### src/rtl/timer_pkg.sv
// Shared types, digit layout and BCD validity check for the hh:mm:ss.mmm timer.
package timer_pkg;

  typedef enum logic [1:0] {
    ST_IDLE = 2'd0,
    ST_RUN  = 2'd1,
    ST_DONE = 2'd2
  } state_e;

  localparam int unsigned NUM_DIGITS = 9;

  // Nibble offsets within the 36-bit count, MSB first
  localparam int unsigned OFS_HR_T  = 32;
  localparam int unsigned OFS_HR_O  = 28;
  localparam int unsigned OFS_MIN_T = 24;
  localparam int unsigned OFS_MIN_O = 20;
  localparam int unsigned OFS_SEC_T = 16;
  localparam int unsigned OFS_SEC_O = 12;
  localparam int unsigned OFS_MS_H  = 8;
  localparam int unsigned OFS_MS_T  = 4;
  localparam int unsigned OFS_MS_O  = 0;

  localparam logic [3:0] DEC_MAX = 4'd9;
  localparam logic [3:0] SEX_MAX = 4'd5;

  // Per-digit roll-over value, digit 0 = ms ones
  function automatic logic [3:0] digit_max(input int unsigned idx);
    return (idx == OFS_SEC_T / 4 || idx == OFS_MIN_T / 4) ? SEX_MAX : DEC_MAX;
  endfunction

  function automatic logic bcd_valid(input logic [35:0] v, input int unsigned hour_max);
    logic        ok;
    int unsigned hours;
    ok = 1'b1;
    for (int unsigned i = 0; i < NUM_DIGITS; i++) begin
      if (v[i*4 +: 4] > digit_max(i)) ok = 1'b0;
    end
    hours = 32'(v[OFS_HR_T +: 4]) * 32'd10 + 32'(v[OFS_HR_O +: 4]);
    if (hours > hour_max) ok = 1'b0;
    return ok;
  endfunction

endpackage

### src/rtl/bcd_digit.sv
// One BCD digit with wrap at MAX; carry/borrow pulse when wrapping.
module bcd_digit
  import timer_pkg::*;
#(
  parameter logic [3:0] MAX = DEC_MAX
) (
  input  logic       clk_i,
  input  logic       resetn,
  input  logic       inc_i,
  input  logic       dec_i,
  input  logic       load_i,
  input  logic [3:0] load_val_i,
  output logic [3:0] q_o,
  output logic       carry_o,
  output logic       borrow_o
);

  logic [3:0] q_d, q_q;

  // Next digit value: load wins, otherwise step with wrap
  always_comb begin
    q_d = q_q;
    if (load_i) begin
      q_d = load_val_i;
    end else if (inc_i) begin
      q_d = (q_q == MAX) ? '0 : q_q + 4'd1;
    end else if (dec_i) begin
      q_d = (q_q == '0) ? MAX : q_q - 4'd1;
    end
  end

  // Digit register
  always_ff @(posedge clk_i or negedge resetn) begin
    if (!resetn) q_q <= '0;
    else         q_q <= q_d;
  end

  assign q_o      = q_q;
  assign carry_o  = inc_i & ~load_i & (q_q == MAX);
  assign borrow_o = dec_i & ~load_i & (q_q == '0);

endmodule

### src/rtl/bcd_timer.sv
// hh:mm:ss.mmm BCD up/down timer with tick prescaler, validated load and
// sticky terminal-count flag. Optional lap capture under BCD_TIMER_LAP_EN.
module bcd_timer
  import timer_pkg::*;
#(
  parameter int unsigned CLK_PER_TICK = 100000,
  parameter int unsigned HOUR_MAX     = 99
) (
  input  logic        clk_i,
  input  logic        resetn,
  input  logic        start_i,
  input  logic        stop_i,
  input  logic        clear_i,
  input  logic        load_i,
  input  logic [35:0] load_val_i,
  input  logic        up_i,
  output logic [35:0] count_o,
  output logic        running_o,
  output logic        done_o,
  output logic        load_err_o
`ifdef BCD_TIMER_LAP_EN
  ,
  input  logic        lap_i,
  output logic [35:0] lap_o
`endif
);

  localparam int unsigned     PW         = (CLK_PER_TICK > 1) ? $clog2(CLK_PER_TICK) : 1;
  localparam logic [PW-1:0]   PRESC_LAST = PW'(CLK_PER_TICK - 1);
  localparam logic [35:0]     COUNT_MAX  = {4'(HOUR_MAX / 10), 4'(HOUR_MAX % 10),
                                            SEX_MAX, DEC_MAX, SEX_MAX, DEC_MAX,
                                            DEC_MAX, DEC_MAX, DEC_MAX};
  // One ms before the terminal values: the tick from here lands on terminal
  localparam logic [35:0]     COUNT_PRE_MAX = {COUNT_MAX[35:4], 4'd8};
  localparam logic [35:0]     COUNT_ONE     = 36'd1;

  state_e        state_q, state_d;
  logic          mode_q, mode_d;
  logic          done_q, done_d;
  logic          running_q, running_d;
  logic          err_q, err_d;
  logic [PW-1:0] presc_q, presc_d;
  logic [35:0]   count_q;
  logic [35:0]   dig_load_val;
  logic          dig_load;
  logic          load_ok;
  logic          counting;
  logic          tick;
  logic          start_blocked;
  logic          term_hit;

  assign load_ok       = bcd_valid(load_val_i, HOUR_MAX);
  assign start_blocked = up_i ? (count_q == COUNT_MAX) : (count_q == '0);

  // Counting continues in RUN unless a higher-priority command takes effect
  always_comb begin
    counting = 1'b0;
    if (state_q == ST_RUN) begin
      if (clear_i)     counting = 1'b0;
      else if (load_i) counting = ~load_ok;
      else             counting = ~stop_i;
    end
    tick = counting & (presc_q == PRESC_LAST);
  end

  // Digit chain: ms ones first, carries/borrows ripple upward
  for (genvar g = 0; g < NUM_DIGITS; g++) begin : g_dig
    logic inc_in, dec_in, carry, borrow;
    if (g == 0) begin : g_lsd
      assign inc_in = tick & mode_q;
      assign dec_in = tick & ~mode_q;
    end else begin : g_chain
      assign inc_in = g_dig[g-1].carry;
      assign dec_in = g_dig[g-1].borrow;
    end
    bcd_digit #(.MAX(digit_max(g))) u_digit (
      .clk_i      (clk_i),
      .resetn     (resetn),
      .inc_i      (inc_in),
      .dec_i      (dec_in),
      .load_i     (dig_load),
      .load_val_i (dig_load_val[g*4 +: 4]),
      .q_o        (count_q[g*4 +: 4]),
      .carry_o    (carry),
      .borrow_o   (borrow)
    );
  end

  // Terminal detection from the pre-tick count; a top-digit wrap also stops the count
  assign term_hit = tick & ((mode_q ? (count_q == COUNT_PRE_MAX) : (count_q == COUNT_ONE))
                            | g_dig[NUM_DIGITS-1].carry | g_dig[NUM_DIGITS-1].borrow);

  // Command decode (clear > load > stop > start), prescaler and terminal handling
  always_comb begin
    state_d      = state_q;
    mode_d       = mode_q;
    done_d       = done_q;
    presc_d      = presc_q;
    err_d        = 1'b0;
    dig_load     = 1'b0;
    dig_load_val = load_val_i;
    if (clear_i) begin
      dig_load     = 1'b1;
      dig_load_val = '0;
      done_d       = 1'b0;
      presc_d      = '0;
      state_d      = ST_IDLE;
    end else if (load_i) begin
      if (load_ok) begin
        dig_load = 1'b1;
        done_d   = 1'b0;
        state_d  = ST_IDLE;
      end else begin
        err_d = 1'b1;
      end
    end else if (stop_i) begin
      if (state_q == ST_RUN) state_d = ST_IDLE;
    end else if (start_i) begin
      if (state_q != ST_RUN && !start_blocked) begin
        state_d = ST_RUN;
        mode_d  = up_i;
        done_d  = 1'b0;
        presc_d = '0;
      end
    end
    if (counting) begin
      presc_d = tick ? '0 : presc_q + 1'b1;
      if (term_hit) begin
        state_d = ST_DONE;
        done_d  = 1'b1;
      end
    end
    running_d = (state_d == ST_RUN);
  end

  // Control registers
  always_ff @(posedge clk_i or negedge resetn) begin
    if (!resetn) begin
      state_q   <= ST_IDLE;
      mode_q    <= 1'b0;
      done_q    <= 1'b0;
      running_q <= 1'b0;
      err_q     <= 1'b0;
      presc_q   <= '0;
    end else begin
      state_q   <= state_d;
      mode_q    <= mode_d;
      done_q    <= done_d;
      running_q <= running_d;
      err_q     <= err_d;
      presc_q   <= presc_d;
    end
  end

  assign count_o    = count_q;
  assign running_o  = running_q;
  assign done_o     = done_q;
  assign load_err_o = err_q;

`ifdef BCD_TIMER_LAP_EN
  logic [35:0] lap_q, lap_d;

  // Lap capture of the current count while running
  always_comb begin
    lap_d = lap_q;
    if (clear_i)                          lap_d = '0;
    else if (lap_i && state_q == ST_RUN)  lap_d = count_q;
  end

  // Lap register
  always_ff @(posedge clk_i or negedge resetn) begin
    if (!resetn) lap_q <= '0;
    else         lap_q <= lap_d;
  end

  assign lap_o = lap_q;
`endif

endmodule

### config.mk
export PLATFORM = sky130hd
export DESIGN_NAME = bcd_timer
export DESIGN_NICKNAME = d
export VERILOG_FILES = /design/src/rtl/timer_pkg.sv /design/src/rtl/bcd_digit.sv /design/src/rtl/bcd_timer.sv
export SDC_FILE = /design/constraint.sdc
export NUM_CORES = 1
export LEC_CHECK = 0
export BUFFER_PORTS_ARGS = -buffer_cell sky130_fd_sc_hd__clkbuf_2
export CORE_MARGIN = 5
export CORE_UTILIZATION = 34
export CTS_CLUSTER_SIZE = 10
export DETAILED_ROUTE_END_ITERATION = 10
export GPL_ROUTABILITY_DRIVEN = 1
export PLACE_DENSITY = 0.59
export SYNTH_ARGS = -nofsm -noshare
export SYNTH_HDL_FRONTEND = slang
export SYNTH_SLANG_ARGS = --single-unit
### constraint.sdc
create_clock -name clk_i -period 5 [get_ports clk_i]
set_input_delay 0 -clock clk_i [delete_from_list [all_inputs] [get_ports clk_i]]
set_output_delay 0 -clock clk_i [all_outputs]
set_load 0.03 [all_outputs]
==> results.toml <==
[outcome]
status = "complete, but fails checks"
violations = "hold timing"

[sta]
post-route-period-util = 0.7845
setup_viol = 0
hold_violations = 1
fmax_ghz = 0.2549
worst_pin_slew_ns = 0.8780
post-route-min-period_ns = 3.923
max-slew-margin-rel = 0.4111
timing.hold.ws_ns = -0.002288
final_max_slew_viol_count = 0
grt_setup_unrepaired = "false"
finalSetupTns_ns = 0
postLayoutSetupSlackWorst_ns = 1.077
clock_skew_ns = 0.006658

[setup_path]
start_kind = "input pin"
end_kind = "flop"
crit_start = "load_val_i[32]"
reg2reg_depth = 8
required_ns = 5.23
worst-path-max-fanout = 36
r2r_end = "g_dig[7].u_digit.q_o[3]"
worstSetupPathType = "in -> reg"
r2r_slack_ns = 1.85
cp.arrival_ns = 4.16
crit_end = "g_dig[2].u_digit.q_o[2]"
r2r_start = "presc_q[13]"

[power_and_ir_drop]
p_int_mw = 1.076
p_comb_frac = 0.170
power.switching_mw = 0.4318
leakage_nw = 2.689
p_per_area_nw_per_um2 = 232.6
vdd.ir_drop.worst_mv = 0.1699
p_seq_frac = 0.346
switching_share = 0.2864
totalPowerFinal_mw = 1.508
clockPowerShare = 0.484

[detailed_routing]
via_per_inst = 5.821
drc = 0
detail-route-antenna-nets = 0
routedWlPerCell_um = 17.56
num_vias = 5675
dr.pass1.iters = 5
drt_wl_total_mm = 17.12
drtIter0Drc = 422

[global_routing]
antenna_found_initial = 0
grt_pass1_wl_mm = 27.36
track_usage = 0.1852
global_route.overflow_total = 0
grt_pass1_vias = 5182
grt_max_degree = 60

[clock_network]
cts_buffers = 9
insertion_delay_ns = 0.35
cts-root-buf = "clkbuf_16"
cts_buffer_depth = 2
cts_tree = "done"
path_clk_slew_ns = 0.05
clock_sinks = 59
htree_levels = 3
cts-resized-gates = 0

[synthesis]
synth-async-reset-ratio = 1.000
syn_nets = 738
syn-cell-area_um2 = 5444
ys_ff_latch = 59
ys_seq_area_frac = 0.2712
yosysTopAreaCellShare = 0.2712
yosysUniqueCellTypes = 90
synth_area_per_cell_um2 = 7.947
synth_edf_count = 0
yosys_warnings = 0
synth_area_leaders = "dfrtp_1 27%, nand2_1 4.3%, nor2_1 3.7%, nand3_1 3.0%, o21ai_0 2.8%"
synth_ff_type = "dfrtp_1"
syn_inst = 685
synth_top_area_cell = "dfrtp_1"

[die]
die_h_um = 136.5
die_w_um = 136.5
ios = 82
start_util = 0.3452
dieArea_um2 = 18640
rows = 46
core_um2 = 15770

[place]
dp_hpwl_mm = 12.50
pre_cts_slack_ns = 1.116
place_area_um2 = 5953
numPortBuffers = 81
gp_congestion = 0.8593

[job]
drv_cap = 0

[layout]
fillers = 1610
layout-drive-gt1-share = 0.1831
nets = 808
num_antenna_cells = 0
area_growth_pct = 19.08
final_area_um2 = 6482
regArea_um2 = 1476
multi_input_area_um2 = 3651

[worst_hold_path]
min-delay-path-class = "in -> reg"
[area by class of cell]
class	count	area share
multi-input cells	553	0.5632
well taps	216	0.04169
repair buffers	108	0.1011
clock inverters	6	0.01756
clock buffers	9	0.03474
flip-flops and latches	59	0.2278
inverters	24	0.01390
[stage by stage]
| stage | util | instances |
|---|---|---|
| 6_report | 0.4111 | 975 |
| 5_1_grt | 0.4111 | 975 |
| 4_1_cts | 0.4111 | 975 |
| 3_5_place_dp | 0.3775 | 941 |
| 3_3_place_gp | 0.3775 | 941 |
| 2_1_floorplan | - | 685 |
[power groups by stage]
stage	Clock, mW	Sequential [mW]	Combinational, mW
global placement	0	0.530	0.244
CTS	0.741	0.521	0.258
finish	0.729	0.522	0.257
detailed placement	0	0.530	0.245
global route	0.763	0.525	0.284
floorplan	0	0.536	0.152
[synthesized netlist by cell type, types with 7 or more instances]
cell type and number:
buf_2 23, or3_1 8, a21oi_1 30, nor2_1 54, o21ai_1 16, a211oi_1 8
nor2b_1 9, o21ai_0 31, nor4_1 17, and3_1 14, dfrtp_1 59, ha_1 8
nand4_1 17, a31oi_1 12, xor2_1 7, xnor2_1 14, nor3b_1 9, nand2_1 62
a21o_1 15, nand3_1 33, clkbuf_1 22, mux2i_1 13, nor3_1 23, inv_1 24
[cell families (layout without fill, tap and decap cells)]
| group | after synthesis | after routing | share of synthesized area |
|---|---|---|---|
| fa+ha+maj | 10 | 10 | 0.02574 |
| compound gates | 196 | 196 | 0.2524 |
| xor+xnor | 21 | 21 | 0.03379 |
| buf+inv | 73 | 147 | 0.05930 |
| flops | 59 | 59 | 0.2712 |
| simple gates | 308 | 308 | 0.3227 |
| mux | 18 | 18 | 0.03493 |
[placed cells by master (no fill, tap or decap), types with 15 or more instances in the layout]
master	Yosys	final
nor2_1	54	54
nand4_1	17	17
a21oi_1	30	30
nand3_1	33	33
a21o_1	15	15
dlygate4sd3_1	0	19
nor4_1	17	17
dfrtp_1	59	59
nor3_1	23	23
clkbuf_2	1	81
inv_1	24	24
o21ai_0	31	31
o21ai_1	16	16
nand2_1	62	62
[layer usage]
metal  global-route usage  up-vias  wire, um
li1                     -     2757         -
met1               0.2506     2687      7661
met2               0.2837      197      7770
met3              0.05037       34      1262
met4              0.06607        0       428
met5                    0        -         0
[sequential cells by signal, indices dropped and copies added, names as in the netlist]
name,count
done_o,1
presc_q,17
running_o,1
mode_q,1
load_err_o,1
state_q,2
g_dig.u_digit.q_o,36
[how the worst min path moves through the flow]
stage / from / end / slack (ns) / depth (start not counted)
finish: load_val_i[21] / g_dig[5].u_digit.q_o[1] / -0.002 / 3
global route: load_i / load_err_o / 0.008 / 2
CTS: load_val_i[21] / g_dig[5].u_digit.q_o[1] / 0.0007 / 3
detailed placement: load_val_i[12] / g_dig[3].u_digit.q_o[0] / 0.23 / 3
global placement: resetn / presc_q[12] / 0.23 / 2
floorplan: resetn / done_o / -0.30 / 0
[what timing repair did]
action | 4_1_cts | 5_1_grt
hold buffers | 19 | 0
setup buffers | 0 | 0
hold endpoints to repair | 77 | 0
[critical path: stages]
cell	delay, ns
dlygate4sd3_1	0.53
clkbuf_2	0.13
ha_1	0.20
ha_1	0.19
inv_1	0.07
fa_1	0.47
nor2b_1	0.23
nor3b_1	0.27
or3b_1	0.42
and3_1	0.31
nand3_4	0.37
buf_4	0.35
mux2i_1	0.26
o2111ai_1	0.13
and3_1	0.19
Note: power is estimated with default switching activity, not from simulation.
